===== config.mk =====
export PLATFORM = sky130hd
export DESIGN_NAME = block_packer_flat
export DESIGN_NICKNAME = d
export VERILOG_FILES = /design/src/rtl/block_packer_pkg.sv /design/src/rtl/block_packer_if.sv /design/src/rtl/block_packer_fifo.sv /design/src/rtl/block_packer.sv /design/src/flat_wrapper.sv
export SDC_FILE = /design/constraint.sdc
export NUM_CORES = 1
export LEC_CHECK = 0
export CAP_MARGIN = 20
export CORE_MARGIN = 10
export CORE_UTILIZATION = 30
export DETAILED_ROUTE_END_ITERATION = 7
export GPL_ROUTABILITY_DRIVEN = 0
export PLACE_DENSITY = 0.51
export SLEW_MARGIN = 5
export SYNTH_ARGS = -nofsm -noshare
export SYNTH_HDL_FRONTEND = slang
export SYNTH_SLANG_ARGS = --single-unit

===== constraint.sdc =====
create_clock -name clk -period 5.55 [get_ports clk]
set_input_delay 0.8325 -clock clk [delete_from_list [all_inputs] [get_ports clk]]
set_output_delay 0.8325 -clock clk [all_outputs]
set_load 0.01 [all_outputs]

===== src/rtl/block_packer_pkg.sv =====
// Shared definitions for the cipher input gearbox: type tags and parameter checks.
// Latency: n/a (package only).
// Backpressure: n/a (package only).
package block_packer_pkg;

  // Type tags carried alongside each word and each assembled block.
  localparam int TYPE_KEY = 0;
  localparam int TYPE_ENC = 1;
  localparam int TYPE_DEC = 2;

  // Legal geometry: whole number of beats per block, at least two beats,
  // and a power-of-two FIFO depth so the pointers wrap for free.
  function automatic bit cfg_ok(input int in_w, input int blk_w, input int depth);
    return (in_w > 0) && (blk_w % in_w == 0) && (blk_w / in_w >= 2) &&
           (depth >= 2) && ((depth & (depth - 1)) == 0);
  endfunction

endpackage


===== src/rtl/block_packer_if.sv =====
// Word-in / block-out stream bundle for the cipher input gearbox.
// Latency: n/a (wires only).
// Backpressure: rin toward the word source, rout from the block consumer.
// Ports: vin/tin/din/rin input word handshake, flush drop-partial request,
//        vout/tout/dout/rout head block handshake, err type-change pulse,
//        level FIFO occupancy. master = stream driver, slave = packer.
interface block_packer_if #(
  parameter int IN_W   = 32,
  parameter int BLK_W  = 128,
  parameter int TYPE_W = 2,
  parameter int DEPTH  = 2
);
  logic                     vin;
  logic [TYPE_W-1:0]        tin;
  logic [IN_W-1:0]          din;
  logic                     rin;
  logic                     flush;
  logic                     vout;
  logic [TYPE_W-1:0]        tout;
  logic [BLK_W-1:0]         dout;
  logic                     rout;
  logic                     err;
  logic [$clog2(DEPTH):0]   level;

  modport master (
    output vin, tin, din, flush, rout,
    input  rin, vout, tout, dout, err, level
  );

  modport slave (
    input  vin, tin, din, flush, rout,
    output rin, vout, tout, dout, err, level
  );
endinterface


===== src/rtl/block_packer_fifo.sv =====
// Generic DEPTH-entry register FIFO with occupancy count; head is combinational.
// Latency: pushed entry visible at the head the cycle after the push.
// Backpressure: push is ignored when full unless a pop happens in the same cycle.
// Ports: clk, rst (sync, active-high), push/wdata, pop/rdata, full, empty, level.
module block_fifo #(
  parameter int WIDTH = 130,
  parameter int DEPTH = 2
) (
  input  logic                   clk,
  input  logic                   rst,
  input  logic                   push,
  input  logic [WIDTH-1:0]       wdata,
  input  logic                   pop,
  output logic [WIDTH-1:0]       rdata,
  output logic                   full,
  output logic                   empty,
  output logic [$clog2(DEPTH):0] level
);
  localparam int AW = $clog2(DEPTH);

  logic [WIDTH-1:0] mem [DEPTH];
  logic [AW-1:0]    wr_ptr;
  logic [AW-1:0]    rd_ptr;
  logic [AW:0]      cnt_q;
  logic             do_push;
  logic             do_pop;

  assign do_pop  = pop && !empty;
  // At full, the slot being written is the one being read out this cycle.
  assign do_push = push && (!full || do_pop);

  always_ff @(posedge clk) begin
    if (rst) begin
      for (int i = 0; i < DEPTH; i++) mem[i] <= '0;
      wr_ptr <= '0;
      rd_ptr <= '0;
      cnt_q  <= '0;
    end else begin
      if (do_push) begin
        mem[wr_ptr] <= wdata;
        wr_ptr      <= wr_ptr + 1'b1;
      end
      if (do_pop) rd_ptr <= rd_ptr + 1'b1;
      case ({do_push, do_pop})
        2'b10:   cnt_q <= cnt_q + 1'b1;
        2'b01:   cnt_q <= cnt_q - 1'b1;
        default: cnt_q <= cnt_q;
      endcase
    end
  end

  assign full  = (cnt_q == (AW+1)'(DEPTH));
  assign empty = (cnt_q == '0);
  assign rdata = mem[rd_ptr];
  assign level = cnt_q;

endmodule


===== src/rtl/block_packer.sv =====
// Cipher input gearbox: packs IN_W-bit tagged words MSB-first into BLK_W-bit blocks.
// Latency: block at the FIFO head the cycle after its final beat is accepted.
// Backpressure: only the final beat of a block stalls, and only while the FIFO is full.
// Ports: clk, rst (sync, active-high), bus (block_packer_if.slave): word input
//        handshake, flush, head block handshake, err pulse, FIFO level.
module block_packer
  import block_packer_pkg::*;
#(
  parameter int IN_W   = 32,
  parameter int BLK_W  = 128,
  parameter int TYPE_W = 2,
  parameter int DEPTH  = 2
) (
  input  logic           clk,
  input  logic           rst,
  block_packer_if.slave  bus
);
  localparam int N  = BLK_W / IN_W;
  localparam int CW = $clog2(N);
  localparam int LW = $clog2(DEPTH) + 1;
  localparam logic [CW-1:0] LAST = CW'(N - 1);

  localparam logic [0:0] FILL_IDLE = 1'b0;
  localparam logic [0:0] FILL_BUSY = 1'b1;

  if (!cfg_ok(IN_W, BLK_W, DEPTH)) begin : g_bad_cfg
    $error("block_packer: BLK_W must be a multiple (>=2) of IN_W and DEPTH a power of 2");
  end

  logic [0:0]              state;
  logic [CW-1:0]           cnt;
  logic [BLK_W-1:0]        asm_q;
  logic [TYPE_W-1:0]       blk_type;
  logic                    err_q;
  logic                    full;
  logic                    empty;
  logic                    accept;
  logic                    type_chg;
  logic                    push;
  logic                    pop;
  logic [BLK_W+TYPE_W-1:0] push_dat;
  logic [BLK_W+TYPE_W-1:0] head_dat;
  logic [LW-1:0]           fifo_level;

  // Registered terms only, so rin never depends on rout or vin.
  assign bus.rin  = (cnt != LAST) || !full;
  assign accept   = bus.vin && bus.rin;
  assign type_chg = (state == FILL_BUSY) && (bus.tin != blk_type);
  assign push     = accept && !bus.flush && !type_chg && (cnt == LAST);
  // Words shift in at the bottom, so after N beats beat 0 sits at the MSB end.
  assign push_dat = {blk_type, asm_q[BLK_W-IN_W-1:0], bus.din};
  assign pop      = !empty && bus.rout;

  always_ff @(posedge clk) begin
    if (rst) begin
      state    <= FILL_IDLE;
      cnt      <= '0;
      asm_q    <= '0;
      blk_type <= '0;
      err_q    <= 1'b0;
    end else begin
      err_q <= 1'b0;
      if (bus.flush) begin
        state <= FILL_IDLE;
        cnt   <= '0;
      end else if (accept) begin
        asm_q <= {asm_q[BLK_W-IN_W-1:0], bus.din};
        if (type_chg) begin
          // Drop the partial block; this beat restarts as beat 0.
          err_q    <= 1'b1;
          blk_type <= bus.tin;
          cnt      <= CW'(1);
          state    <= FILL_BUSY;
        end else if (cnt == LAST) begin
          cnt   <= '0;
          state <= FILL_IDLE;
        end else begin
          if (state == FILL_IDLE) blk_type <= bus.tin;
          cnt   <= cnt + 1'b1;
          state <= FILL_BUSY;
        end
      end
    end
  end

  block_fifo #(
    .WIDTH (BLK_W + TYPE_W),
    .DEPTH (DEPTH)
  ) u_fifo (
    .clk   (clk),
    .rst   (rst),
    .push  (push),
    .wdata (push_dat),
    .pop   (pop),
    .rdata (head_dat),
    .full  (full),
    .empty (empty),
    .level (fifo_level)
  );

  assign bus.vout  = !empty;
  assign bus.tout  = head_dat[BLK_W+TYPE_W-1:BLK_W];
  assign bus.dout  = head_dat[BLK_W-1:0];
  assign bus.err   = err_q;
  assign bus.level = fifo_level;

endmodule

===== src/flat_wrapper.sv =====
// flat-port wrapper written by rule: the top's interface ports become plain ports
module block_packer_flat import block_packer_pkg::*;
#(
  parameter int IN_W   = 32,
  parameter int BLK_W  = 128,
  parameter int TYPE_W = 2,
  parameter int DEPTH  = 2
)
  (clk, rst, bus_vin, bus_tin, bus_din, bus_flush, bus_rout, bus_rin, bus_vout, bus_tout, bus_dout, bus_err, bus_level);
  block_packer_if #(.IN_W(IN_W), .BLK_W(BLK_W), .TYPE_W(TYPE_W), .DEPTH(DEPTH)) bus_i ();
  input  logic clk;
  input  logic rst;
  input wire logic [$bits(bus_i.vin)-1:0] bus_vin;
  input wire logic [$bits(bus_i.tin)-1:0] bus_tin;
  input wire logic [$bits(bus_i.din)-1:0] bus_din;
  input wire logic [$bits(bus_i.flush)-1:0] bus_flush;
  input wire logic [$bits(bus_i.rout)-1:0] bus_rout;
  output wire logic [$bits(bus_i.rin)-1:0] bus_rin;
  output wire logic [$bits(bus_i.vout)-1:0] bus_vout;
  output wire logic [$bits(bus_i.tout)-1:0] bus_tout;
  output wire logic [$bits(bus_i.dout)-1:0] bus_dout;
  output wire logic [$bits(bus_i.err)-1:0] bus_err;
  output wire logic [$bits(bus_i.level)-1:0] bus_level;
  assign bus_i.vin = bus_vin;
  assign bus_i.tin = bus_tin;
  assign bus_i.din = bus_din;
  assign bus_i.flush = bus_flush;
  assign bus_i.rout = bus_rout;
  assign bus_rin = bus_i.rin;
  assign bus_vout = bus_i.vout;
  assign bus_tout = bus_i.tout;
  assign bus_dout = bus_i.dout;
  assign bus_err = bus_i.err;
  assign bus_level = bus_i.level;
  block_packer #(.IN_W(IN_W), .BLK_W(BLK_W), .TYPE_W(TYPE_W), .DEPTH(DEPTH)) u_core (.clk(clk), .rst(rst), .bus(bus_i));
endmodule

-- Yosys cells after proc, flatten, opt, wreduce, memory -nomap -nowiden
Memories as Yosys holds them, arrays and structs flattened. A register that Yosys moved wholly into a read port is not among the register bits.
Cells that the tools add are included.
- output and inout bits: 135
- bits in writable memories: 260
- input bits: 39
- register bits after elaboration: 106
- logic and storage cells: 64
- memories: 1
- memory list (memory ; words ; width ; rd ports ; clocked after memory_dff ; wr ports ; RTL line ; source):
    u_core.u_fifo.mem ; 2 ; 130 ; 1 ; 1 ; 2 ; block_packer_fifo.sv:21 ; logic [WIDTH-1:0] mem [DEPTH];
- muxes and demuxes: 19
- add/subtract/negate cells: 5
- reductions and logical operators: 21
- eq/ne operators: 8
- bitwise operators: 2
- operators by type and width (cell ; count):
    130-bit two-way mux ; 1
    130-bit OR reduction ; 1
    1-bit two-way mux ; 12
    2-bit two-way mux ; 5
    1-bit logical AND ; 8
    2-bit equality test (second input constant) ; 3
    2-bit by 1-bit adder with 2-bit output (second input constant) ; 2
    1-bit zero test ; 4
    2-bit != test (second input constant) ; 2
    2-bit one-hot mux with 2 select lines ; 1
    4-bit AND reduction ; 1
    3-bit OR reduction ; 1
    1-bit adder (second input constant) ; 2
    2-bit by 1-bit equality test with 1-bit output (second input constant) ; 1
    2-bit zero test ; 1
    1-bit logical OR ; 2
    2-bit by 1-bit != test with 1-bit output (second input constant) ; 1
    2-bit != test ; 1
    1-bit inverter ; 2
    2-bit AND reduction ; 1
    2-bit nonzero test ; 1
    2-bit OR reduction ; 1
    2-bit by 1-bit subtractor with 2-bit output (second input constant) ; 1

-- Longest topological paths before layout
Gate-level depths: netlist of run 1.
- depth after elaboration: 13
- gate-level depth with buffers: 8
- gate-level depth less buffers: 8

-- Modules after synthesis
Synthesis of run 1 repeated with hierarchy kept, for this count alone.
- cell total of the unflattened synthesis: 1111
- area total of the unflattened synthesis: 15687.5 sq um
- modules (own cells, without submodules) (module ; cells an instance ; area each (sq um) ; seq. area each (sq um) ; times used):
    block_fifo ; 725 ; 11409.7 ; 7907.6 ; 1
    block_packer ; 386 ; 4277.9 ; 2042.0 ; 1

-- Worst setup path after synthesis of run 1
Ideal clock, no wire load.
- kind: input-to-reg
- start point: in bus_flush
- end point: mem u_core.u_fifo.mem[0][0], enable pin
- library setup time: 512 ps
- buffers on the path: 0
- stages on the path: 4
- arrival: 4726 ps
- required time: 5038 ps
- slack: 313 ps
- path through: nand2b_1 -> or3b_4 -> or3_1 -> nand2b_1
- RTL lines (item ; RTL line ; source):
    start, declared ; flat_wrapper.sv:16 ; input wire logic [$bits(bus_i.flush)-1:0] bus_flush;
    end, declared ; block_packer_fifo.sv:21 ;

==> results of run 1 <==
## flip-flops by register name (all words and copies together) (netlist names), named ones only
register,flops
u_core.u_fifo.wr_ptr,1
u_core.asm_q,96
u_core.state,1
u_core.blk_type,2
u_core.cnt,2
u_core.u_fifo.rd_ptr,1
u_core.u_fifo.level,2
u_core.u_fifo.mem,260
u_core.bus.err,1
## path summary, 6_finish.rpt
kind	to	slack (ns)
setup / recovery	bus_dout[105]	1.89
hold reg to reg	u_core.asm_q[84]	0.46
hold / removal	u_core.asm_q[84]	0.46
setup reg to reg	u_core.u_fifo.mem[0][114]	2.52
## critical path: stages, from the launching register on
cell and delay (ns):
dfxtp_4 0.72, buf_4 0.52, mux2_2 0.40, clkdlybuf4s50_1 0.60
## logic make-up (layout without fill, tap and decap cells)
family / after synthesis / count (layout) / share of synthesized area
other: 0 / 1 / 0
XOR/XNOR: 5 / 5 / 0.002922
buffers and inverters: 77 / 269 / 0.02587
AND/OR/NAND/NOR: 480 / 480 / 0.1694
AO/OA/AOI/OAI: 110 / 110 / 0.03739
flip-flops: 367 / 367 / 0.6637
multiplexers: 132 / 132 / 0.09899
adder cells (fa/ha/maj): 2 / 2 / 0.001669
## report_power, final
part / internal, uW / switching, uW / total, uW
clock network: 1520 / 1090 / 2610
logic: 125 / 169 / 295
registers: 3000 / 33.1 / 3040
## layout make-up
type	count	area (um^2)	share of cell area
clock inverters	15	117.6	0.006301
inverters	2	7.507	0.0004022
clock buffers	63	1180	0.06321
diodes	1	2.502	0.0001341
repair buffers	189	1887	0.1011
well taps	664	830.8	0.04451
flip-flops and latches	367	9953	0.5332
multi-input cells	729	4687	0.2511
## per-layer routing
layer / share of wire / vias up / wire, um
li1: - / 4343 / -
met1: 0.45 / 4443 / 18040
met4: 0.017 / 2 / 702
met2: 0.48 / 156 / 19430
met5: 0.00020 / - / 8
met3: 0.049 / 46 / 1953
## through the flow
step | setup WS, ns | hold WS, ns
after floorplan | 0.3126 | 0.4401
after global placement | 1.647 | 0.4503
after detailed placement | 1.630 | 0.4544
after CTS | 1.737 | 0.4621
after global routing | 1.711 | 0.4848
final | 1.892 | 0.4582
## cells in the final DEF, fill, tap and decap left out, drive strengths merged, types with 4 or more instances in the layout
cell and count:
dfxtp 107, clkbuf 63, buf 17, and2 262, o21ai 4, nand2b 8, nand2 193, inv 4
a21oi 102, clkdlybuf4s50 172, mux2 130, edfxtp 260, nor2 7, clkinv 11
==> qor.yml, run 1 <==
outcome: "finished, final reports clean"
synth_largest_area_cell: "edfxtp_1"
setup_viol: 0
path_class: "reg -> out"
cts_resized: 0
route.detailed.drc: 0
worstPathRequired_ns: 4.72
synthTopCellsByCount: "262 x and2_1, 260 x edfxtp_1, 193 x nand2_1"
drt-wirelength-per-cell_um: 19.77
clk_latency_ns: 0.56
finalPower_uw: 5947
min_period_ns: 3.658
yosysMostFrequentCell: "and2_1"
drive_gt1_frac: 0.1553
ys_types: 32
yosys_warnings: 0
start_kind: "flip-flop"
min-delay-start: "u_core.asm_q[84]"
area_growth_pct: 24.51
drtAntennaViolNets: 0
power_leakage_uw: 0.006600
dp_cells: 1951
die_h_um: 243.5
pin_count: 174
syn_nets: 1214
tns_ns: 0
start_util: 0.3050
cp_max_fo: 39
syn_avg_cell_area_um2: 12.78
cts_setup_buffers: 0
dr.pass1.iters: 4
min_path_type: "reg -> reg"
ys_async_sr_fraction: 0
top_usage_layer: "met2"
clock-sinks: 367
finalCritPeriodShare: 0.6591
crit_arrival_ns: 2.83
tightest_slew_ns: 1.004
die-width_um: 243.5
synth_seq_cells: 367
irDropWorstVdd_mv: 0.1843
fmax_mhz: 273.4
met3_usage: 0.03643
dpl_cell_area_um2: 17370
dp_hpwl_mm: 24.96
layout.nets: 1372
grt_pass1_wl_mm: 59.92
drv_cap: 0
fill_cells: 4778
final_core_util: 0.3797
grt_max_degree: 131
relSlewSlack: 0.3310
first_global_vias: 9267
via_per_inst: 4.429
fin_area_um2: 18670
hold_buffers: 0
p_per_area_nw_per_um2: 318.6
drt_iter0_markers: 405
antenna_found_initial: 1
finalWirelength_mm: 40.14
rows: 81
rr_startpoint: "u_core.cnt[0]"
ys.flop_type: "edfxtp_1"
synth_edf_count: 260
synth_area_um2: 14990
slew_violations: 0
cts_tree: "done"
dieArea_um2: 59310
clock_skew_ns: 0.02032
groute.usage.overall: 0.1321
globalRouteMet2Util: 0.2208
port_buffers: 173
core_area_um2: 49150
root_buffer: "clkbuf_16"
finalHoldViolations: 0
ys_seq_area_frac: 0.6637
cts_buffers: 42
worstHoldPathCells: 2
clockBufferDepth: 3
end_kind: "output port"
netlist.area_leader.share: 0.5208
netlist_instances: 1173
synth.area.top_cells: "edfxtp_1 52%, dfxtp_1 14%, and2_1 11%"
stdcell_count: 2030
reg2reg_depth: 5
vias: 8990
grt_overflow: 0
worst_setup_hold_path_clk_slew_ns: 0.06
met1_usage: 0.1660
htreeDepth: 2
rsz0062_at_grt: "false"
(Power assumes the default switching activity.)
==> run 2, diff against run 1 <==
clock period = 3.2 ns   (was 5.55 ns; I/O delays follow)
==> qor.yml, run 2 (same netlist as run 1, synthesis figures left out) <==
drive_gt1_frac: 0.1594
cts_tree: "done"
clk_latency_ns: 0.56
start_kind: "flip-flop"
fmax_mhz: 353.9
pin_count: 174
route.detailed.drc: 0
worst_setup_hold_path_clk_slew_ns: 0.06
power_switching_uw: 2241
layout.nets: 1376
finalPower_uw: 10490
p_int_uw: 8253
via_per_inst: 4.411
path_class: "reg -> out"
finalWirelength_mm: 40.16
fill_cells: 4778
area_growth_pct: 25.89
cp_max_fo: 28
largest_register: "u_core.u_fifo.mem"
hold_buffers: 0
grt_overflow: 0
htreeDepth: 2
worstPathRequired_ns: 2.72
crit_arrival_ns: 2.35
end_kind: "output port"
power_leakage_uw: 0.006682
tns_ns: 0
dieArea_um2: 59310
rr_startpoint: "u_core.cnt[0]"
p_per_area_nw_per_um2: 556.0
swShare: 0.2135
cts_buffers: 43
rsz0062_at_grt: "false"
dp_hpwl_mm: 25.18
slew_violations: 0
tightest_slew_ns: 0.6686
combPwrFrac: 0.050
r2r_slack_ns: 0.75
drv_cap: 0
core_area_um2: 49150
vias: 8963
setup_viol: 0
min-delay-start: "rst"
clock-sinks: 367
drt_iter0_markers: 447
grt_pass1_wl_mm: 60.64
worst_slack_ns: 0.3740
seq_power_share: 0.502
clock_skew_ns: 0.01334
rows: 81
port_buffers: 173
drt-wirelength-per-cell_um: 19.77
min_period_ns: 2.826
largest_reg_flops: 260
cts_resized: 0
drtAntennaViolNets: 0
finalHoldViolations: 0
dr.pass1.iters: 4
dp_slack_ns: 0.3227
outcome: "finished, final reports clean"
mostFrequentLayoutCell: "and2_1"
clockPowerShare: 0.448
reg.largest.list: "u_core.u_fifo.mem x260, u_core.asm_q x96"
first_global_vias: 9283
diodes: 0
min_path_type: "in -> reg"
die_h_um: 243.5
die-width_um: 243.5
groute.usage.overall: 0.1335
reg2reg_depth: 5
grt_max_degree: 97
root_buffer: "clkbuf_16"
cts_setup_buffers: 0
worstReg2RegEnd: "u_core.u_fifo.mem[0][28]"
relSlewSlack: 0.5542
worstHoldPathCells: 2
layout_common_cells: "262 x and2_1, 260 x edfxtp_1, 193 x nand2_1"
clockBufferDepth: 3
finalCritPeriodShare: 0.8831
start_util: 0.3050
irDropWorstVdd_mv: 0.2775
antenna_found_initial: 1
[run 2: changes by cell type in the layout (fill, tap and decap cells not counted), moves of 2 or more]
cell,before,now
buf_12,3,13
buf_4,14,7
clkbuf_8,5,7
clkbuf_16,42,45
inv_6,2,0
clkbuf_1,16,14
[run 2: cell type report]
class,count,area (um^2),share of cell area
clock buffer,66,1275,0.06756
clock inverter,12,83.83,0.004442
inverter,2,7.507,0.0003978
multi-input combinational,729,4687,0.2484
sequential,367,9953,0.5274
tap,664,830.8,0.04402
timing repair buffer,192,2034,0.1078
[run 2: routing by layer]
layer | wire [um] | track usage
met1 | 18470 | 0.1756
met2 | 19480 | 0.2196
met3 | 1529 | 0.02505
met4 | 675 | 0.03909
met5 | 13 | 0
[run 2: worst max-delay path, cell delays in order (launching register included)]
cell and delay, ns:
dfxtp_4 0.42, buf_4 0.40, mux2_2 0.39, clkdlybuf4s50_1 0.55
[run 2: power by group through the flow]
stage / Sequential, uW / Combinational [uW] / Clock [uW]
2_1_floorplan: 5350 / 231 / 0
3_3_place_gp: 5360 / 542 / 0
3_5_place_dp: 5370 / 541 / 0
4_1_cts: 5270 / 544 / 4840
5_1_grt: 5280 / 570 / 5010
6_report: 5270 / 522 / 4700
[run 2: worst max-delay path by stage]
stage,startpoint,end,slack [ns],depth (start not counted)
finish,flip-flop,bus_dout[62],0.37,3
global route,flip-flop,bus_dout[68],0.27,3
CTS,flip-flop,bus_dout[68],0.28,3
detailed placement,bus_flush,u_core.u_fifo.mem[0][66],0.32,6
global placement,bus_flush,u_core.u_fifo.mem[0][59],0.32,6
floorplan,bus_flush,u_core.u_fifo.mem[0][0],0.42,4
[run 2: metrics by stage]
step                      instance area, um^2  hold slack [ns]    util  cells
after floorplan                         15010           0.4401       -   1173
after global placement                  17510           0.4493  0.3563   1954
after detailed placement                17510           0.4537  0.3563   1954
after CTS                               18870           0.2026  0.3839   2032
after global routing                    18870           0.2418  0.3839   2032
final                                   18870           0.2302  0.3839   2032
==> run 3, diff against run 2 <==
CORE_MARGIN = 5   (was 10)
==> qor.yml, run 3 (same netlist as run 1, synthesis figures left out) <==
outcome: "finished, final reports clean"
mostFrequentLayoutCell: "and2_1"
finalCritPeriodShare: 0.9191
rr_startpoint: "u_core.cnt[0]"
dp_hpwl_mm: 24.76
pin_count: 174
dp_slack_ns: 0.2908
dieArea_um2: 54540
hold_buffers: 0
port_buffers: 173
finalPower_uw: 10590
first_global_vias: 9240
drtAntennaViolNets: 0
clock-sinks: 367
drv_cap: 0
start_kind: "flip-flop"
grt_pass1_wl_mm: 58.86
cts_resized: 0
htreeDepth: 2
stdcell_count: 2044
worstPathRequired_ns: 2.72
clock_skew_ns: 0.01247
drt-wirelength-per-cell_um: 19.17
grt_max_degree: 97
antenna_found_initial: 0
die_h_um: 233.5
diodes: 0
reg2reg_depth: 5
cts_setup_buffers: 0
slew_violations: 0
layout.nets: 1380
power_leakage_uw: 0.006738
worst_setup_hold_path_clk_slew_ns: 0.06
reg.largest.list: "u_core.u_fifo.mem x260, u_core.asm_q x96"
irDropWorstVdd_mv: 0.3136
seq_area_um2: 9953
layout_common_cells: "262 x and2_1, 260 x edfxtp_1, 193 x nand2_1"
min_path_type: "in -> reg"
largest_register: "u_core.u_fifo.mem"
clk_latency_ns: 0.55
worstSetupEndpoint: "bus_dout[73]"
vias: 9081
whs_ns: 0.4224
fill_cells: 4848
via_per_inst: 4.443
dp_cells: 1968
finalWirelength_mm: 39.18
worst_slack_ns: 0.2589
tns_ns: 0
core_area_um2: 49760
cts_tree: "done"
clockBufferDepth: 3
r2r_slack_ns: 0.75
crit_arrival_ns: 2.46
min_period_ns: 2.941
end_kind: "output port"
start_util: 0.3013
worstReg2RegEnd: "u_core.u_fifo.mem[0][31]"
p_per_area_nw_per_um2: 558.1
route.detailed.drc: 0
dr.pass1.iters: 5
largest_reg_flops: 260
cp_max_fo: 29
drt_iter0_markers: 418
multi_input_area_um2: 4687
drive_gt1_frac: 0.1669
area_growth_pct: 26.53
die-width_um: 233.5
cts_buffers: 41
grt_overflow: 0
rsz0062_at_grt: "false"
tightest_slew_ns: 0.5523
finalHoldViolations: 0
setup_viol: 0
relSlewSlack: 0.6290
fmax_mhz: 340.0
groute.usage.overall: 0.1421
path_class: "reg -> out"
root_buffer: "clkbuf_16"
rows: 82
run 3: power breakdown:
group          switching [uW]  total, uW  internal (uW)  leakage [uW]
combinational             292        522            231       0.00251
sequential               57.5       5270           5210       0.00355
clock                    1930       4800           2870      0.000676
run 3: metal layers:
metal	wire length (um)	up-vias	GRT usage
li1	-	4365	-
met1	17980	4488	0.1926
met2	18910	182	0.2361
met3	1631	46	0.02650
met4	663	0	0.03560
met5	0	-	0
run 3: worst min-delay path by stage:
stage                           startpoint                      to  slack [ns]  depth (start not counted)
after floorplan           u_core.asm_q[64]        u_core.asm_q[64]        0.44                          2
after global placement    u_core.asm_q[66]        u_core.asm_q[66]        0.45                          2
after detailed placement  u_core.asm_q[68]        u_core.asm_q[68]        0.45                          2
after CTS                              rst  u_core.u_fifo.level[0]        0.39                          2
after global routing                   rst        u_core.asm_q[37]        0.43                          2
final                                  rst         u_core.asm_q[8]        0.42                          2
run 3: worst max-delay path: stages, from the launching register on:
cell	delay, ns
dfxtp_4	0.70
buf_4	0.32
mux2_2	0.39
clkdlybuf4s50_1	0.49
run 3: per-stage QoR:
step                      cell area, um^2  utilization
after global placement              17590       0.3536
after detailed placement            17590       0.3536
after floorplan                     15010            -
after CTS                           18970       0.3812
final                               18970       0.3812
after global routing                18970       0.3812
run 3: final cells by class:
| type | instances | area share |
|---|---|---|
| Sequential cell | 367 | 0.5248 |
| Clock buffer | 53 | 0.06082 |
| Inverter | 2 | 0.0003958 |
| Clock inverter | 23 | 0.01161 |
| Timing Repair Buffer | 198 | 0.1110 |
| Tap cell | 672 | 0.04433 |
| Multi-Input combinational cell | 729 | 0.2471 |
